===== src/rtl/tsu_ts_queue.sv =====
// Timestamp record FIFO between the PTP timestamp unit and the register block.
// Optional messageType accept filter is enabled by defining TSU_Q_FILTER_EN.
module tsu_ts_queue #(
    parameter int ADDR_W = 4
) (
    input  logic         clk,
    input  logic         rst_n,
    input  logic         ts_valid,
    input  logic [127:0] ts_data,
    input  logic [79:0]  ts_time,
    input  logic         q_rst,
    input  logic         q_rd_en,
`ifdef TSU_Q_FILTER_EN
    input  logic [7:0]   ptp_msgid_mask,
`endif
    output logic [7:0]   q_stat,
    output logic [127:0] q_data,
    output logic [79:0]  q_ts
);

    localparam int            DEPTH   = 1 << ADDR_W;
    localparam logic [ADDR_W:0] LVL_FULL = {1'b1, {ADDR_W{1'b0}}};

    logic [207:0]      r_mem [DEPTH];
    logic [ADDR_W-1:0] r_wr_ptr;
    logic [ADDR_W-1:0] r_rd_ptr;
    logic [ADDR_W:0]   r_level;
    logic              r_ovf;
    logic [127:0]      r_q_data;
    logic [79:0]       r_q_ts;

    logic              w_full;
    logic              w_empty;
    logic              w_accept;
    logic              w_pop;
    logic              w_push;
    logic              w_ovf_set;
    logic [207:0]      w_rd_entry;
    logic [5:0]        w_level6;

`ifdef TSU_Q_FILTER_EN
    assign w_accept = ptp_msgid_mask[ts_data[122:120]];
`else
    assign w_accept = 1'b1;
`endif

    assign w_full     = (r_level == LVL_FULL);
    assign w_empty    = (r_level == '0);
    assign w_pop      = q_rd_en && !w_empty && !q_rst;
    // A pop in the same cycle frees the slot, so a full queue still accepts.
    assign w_push     = ts_valid && w_accept && !q_rst && (!w_full || w_pop);
    assign w_ovf_set  = ts_valid && w_accept && !q_rst && w_full && !w_pop;
    assign w_rd_entry = r_mem[r_rd_ptr];
    assign w_level6   = 6'(r_level);

    // Storage is never reset; only written slots are ever read.
    always_ff @(posedge clk) begin
        if (w_push) begin
            r_mem[r_wr_ptr] <= {ts_data, ts_time};
        end
    end

    always_ff @(posedge clk or negedge rst_n) begin
        if (!rst_n) begin
            r_wr_ptr <= '0;
            r_rd_ptr <= '0;
            r_level  <= '0;
            r_ovf    <= 1'b0;
            r_q_data <= '0;
            r_q_ts   <= '0;
        end else if (q_rst) begin
            r_wr_ptr <= '0;
            r_rd_ptr <= '0;
            r_level  <= '0;
            r_ovf    <= 1'b0;
            r_q_data <= '0;
            r_q_ts   <= '0;
        end else begin
            if (w_push) begin
                r_wr_ptr <= r_wr_ptr + 1'b1;
            end
            if (w_pop) begin
                r_rd_ptr <= r_rd_ptr + 1'b1;
                r_q_data <= w_rd_entry[207:80];
                r_q_ts   <= w_rd_entry[79:0];
            end
            if (w_push && !w_pop) begin
                r_level <= r_level + 1'b1;
            end else if (w_pop && !w_push) begin
                r_level <= r_level - 1'b1;
            end
            if (w_ovf_set) begin
                r_ovf <= 1'b1;
            end
        end
    end

    assign q_stat = {r_ovf, w_full, w_level6};
    assign q_data = r_q_data;
    assign q_ts   = r_q_ts;

endmodule


===== config.mk =====
export PLATFORM = sky130hd
export DESIGN_NAME = tsu_ts_queue
export DESIGN_NICKNAME = d
export VERILOG_FILES = /design/src/rtl/tsu_ts_queue.sv
export SDC_FILE = /design/constraint.sdc
export NUM_CORES = 2
export LEC_CHECK = 0
export ABC_AREA = 1
export CAP_MARGIN = 20
export CELL_PAD_IN_SITES_DETAIL_PLACEMENT = 0
export CELL_PAD_IN_SITES_GLOBAL_PLACEMENT = 2
export CORE_ASPECT_RATIO = 1.25
export CORE_MARGIN = 10
export CORE_UTILIZATION = 35
export CTS_CLUSTER_SIZE = 14
export DETAILED_ROUTE_END_ITERATION = 6
export MAX_ROUTING_LAYER = met4
export PLACE_DENSITY_LB_ADDON = 0.1
export SYNTH_ARGS = -nofsm -noshare
export SYNTH_HDL_FRONTEND = slang
export SYNTH_SLANG_ARGS = --single-unit

===== constraint.sdc =====
create_clock -name clk -period 10.3 [get_ports clk]
set_clock_uncertainty 0.15 [all_clocks]
set_input_delay 2.06 -clock clk [delete_from_list [all_inputs] [get_ports clk]]
set_output_delay 2.06 -clock clk [all_outputs]
set_load 0.005 [all_outputs]

==> run summary <==
Final hold vios -> 0
Vias per cell -> 4.98
Syn Std Cell Area -> 142,000 um2
RSZ-0062 raised after global routing -> no
Buffers on Ports -> 427
Ratio of cells with drive above 1 in the final layout -> 5.39%
Critical path fanouts, max -> 42
Critical path cell sequence -> clkdlybuf4s50_1, clkinv_1, nand3_1, nand2_1, nand2_1, inv_1, nand2_1, nor2_4, buf_4, buf_4
Async set-reset flop share out of synthesis -> 6.25%
Io pins -> 429
Most common cell in the netlist -> edfxtp_1
Initial antenna violation count -> 62
Routability cong. -> 0.736
Area of the multi-input gates -> 31,700 um2
Post-DR wirelength/cell -> 24.3 um
Hpwl dp -> 225 mm
DRC viols -> 0
Crit share post-route -> 54.4%
Pwr Density -> 242 nW/um2
Leading register cell type out of synthesis -> edfxtp_1
Critical path required time -> 10.73 ns
Synth area leaders -> edfxtp_1 (70%), nand2_1 (6.6%), nor2_1 (6.3%)
Die X -> 590 um
Post-CTS setup buffer count -> 0
Logic gate share of total power -> 24.3%
CP max stage delay -> 0.72 ns
Fill cell count -> 38,300
H-tree depth -> 5
Worst min path class -> flip-flop to flip-flop
Final instance area -> 164,000 um2
Final slew viol count -> 0
Area leader, netlist -> edfxtp_1
First-pass GRT wire length -> 637 mm
Lkg Pwr -> 58.9 nW
Clk_lat worst skew -> 0.95 ns
Register Area -> 106,000 um2
Slew margin rel. -> 21.6%
Seq/Total Area, Yosys -> 74.2%
GR Overflow Total -> 0
CTS Hold Buffers Added -> 0
Core ar. -> 404,000 um2
Status -> finished clean
Clock Path Buffers -> 4
Avg Inst Size Synth -> 11.7 um2
Syn Inst Count -> 12,100
Area Overhead vs Synth -> 15.4%
Clock Pin Slew Worst Setup and Hold Paths -> 0.06 ns
CP most frequent cell -> nand2_1
Placed instance area -> 152,000 um2
Critical path type -> input pin to flip-flop
Synth warn -> 0
CTS tree -> yes
CP max-delay cell -> buf_4
Fmax -> 0.179 GHz
Max Cap Viol -> 0
Worst vdd ir -> 229 uV
Dpl ws -> 3.62 ns
Final wirelength -> 438 mm
Final number of setup-violating endpoints -> 0
Sw Share -> 32.2%
1st-pass router iterations -> 6
Int Pwr -> 26.9 mW
Setup_tns -> 0 ns
CTS Root Cell -> clkbuf_16
Total power -> 39.7 mW
Sink Count -> 3,550
Top-area cell type share of the netlist area -> 70.3%
Post-route ant nets -> 0
Startpoint Class -> input pin
Chip height -> 733 um
Distinct cells, synth -> 26
Worst path bufs/invs -> 5
Die area -> 432,000 um2
EDFF count, synth -> 3,328
# rows -> 261
Iteration-0 DRC Markers -> 6,417
Initial Util -> 35.2%
Inserted Clock Buffers -> 380
Tmin final -> 5.60 ns
NetSw -> 12.8 mW
Synth Register Bits -> 3,550
Via count -> 89,900
Worst Max-Slew Pin Slew -> 1.18 ns
GRT Total Usage -> 20.2%
Final Net Count -> 12,600
Commonest cells in the netlist -> edfxtp_1 (3,328), nand2_1 (2,493), nor2_1 (2,370)
Largest net degree at the start of global routing -> 203
CP endpoint kind -> flip-flop
Clock power share -> 34.0%
Sequential share of power -> 41.7%
Vias in the first global route -> 90,300
Setup ws final -> 4.70 ns
Syn nets -> 12,400
Crit path DAT -> 6.03 ns
Cts repair resizes -> 0
Delay-heaviest family, CP -> buffers and inverters
layer usage:
| layer | up-vias | wire [um] | track usage (%) |
|---|---|---|---|
| met1 | 45400 | 195000 | 26.3 |
| li1 | 42200 | - | - |
| met3 | 463 | 18300 | 2.75 |
| met2 | 1841 | 218000 | 34.2 |
| met4 | 0 | 7630 | 3.60 |
| met5 | - | 0 | - |
cell usage in the layout (no fill, tap or decap), types with 45 or more instances in the layout:
cell,count
clkbuf_16,394
clkinv_2,54
nand2_1,2493
buf_4,88
buf_12,45
o211ai_1,354
clkinv_1,80
nor2_1,2354
inv_1,511
o21ai_0,966
dfrtp_1,218
nand3_1,1113
clkdlybuf4s50_1,426
clkbuf_1,98
edfxtp_1,3328
flip-flops by register name, indices dropped and copies added, names as in the netlist:
register and count:
r_ovf 1, q_ts 80, r_wr_ptr 4, r_mem 3328
r_level 5, r_rd_ptr 4, q_data 128
cell type report:
type                            count  share of cell area, %
Timing Repair Buffer              563                   3.61
Sequential cell                  3550                   64.3
Clock buffer                      519                   6.46
Tap cell                         5391                   4.11
Antenna cell                       22                 0.0336
Multi-Input combinational cell   7319                   19.3
Inverter                          518                   1.22
Clock inverter                    177                  0.926
power groups by stage:
stage / registers [mW] / clock network, mW / logic [mW]
after floorplan: 16.8 / 0 / 6.14
after global placement: 16.9 / 0 / 9.84
after detailed placement: 16.9 / 0 / 9.86
after CTS: 16.6 / 13.9 / 9.90
after global routing: 16.6 / 14.4 / 10.9
final: 16.6 / 13.5 / 9.63
stage by stage:
stage	hold WS [ns]	util [%]	cells
global placement	0.316	37.5	17300
CTS	0.332	40.5	18000
detailed placement	0.315	37.5	17300
finish	0.326	40.6	18100
global route	0.353	40.6	18100
floorplan	0.304	-	12100
cells by family (layout without fill, tap and decap cells):
kind of cell | Yosys count | count (layout) | share of synthesized area (%)
AOI/OAI and AO/OA | 1325 | 1325 | 5.29
xor gates and xnor gates | 4 | 4 | 0.0246
DFF | 3550 | 3550 | 74.2
adders and majority gates | 10 | 10 | 0.0933
other | 1 | 23 | 0.00264
buffers and inverters | 1259 | 1777 | 3.62
and+or+nand+nor | 5979 | 5979 | 16.8
tightest hold or removal path, stage by stage, from the launching register on:
cell	delay, ns
dfrtp_1	0.34
nand2_1	0.05
nand2_1	0.06
path summary, 6_finish.rpt:
kind / from / endpoint / slack (ns) / cells after the start
max: q_rst / r_mem[8][133]$_DFFE_PP_ / 4.70 / 10
min: q_data[58]$_DFFE_PN0P_ / q_data[58]$_DFFE_PN0P_ / 0.33 / 2
max reg2reg: r_rd_ptr[0]$_DFFE_PN0P_ / q_ts[44]$_DFFE_PN0P_ / 5.42 / 9
min reg2reg: q_data[58]$_DFFE_PN0P_ / q_data[58]$_DFFE_PN0P_ / 0.33 / 2
max in group asynchronous: rst_n / q_data[125]$_DFFE_PN0P_ / 7.43 / 3
min in group asynchronous: rst_n / q_data[27]$_DFFE_PN0P_ / 0.85 / 1
Note: power is estimated with default switching activity, not from simulation.
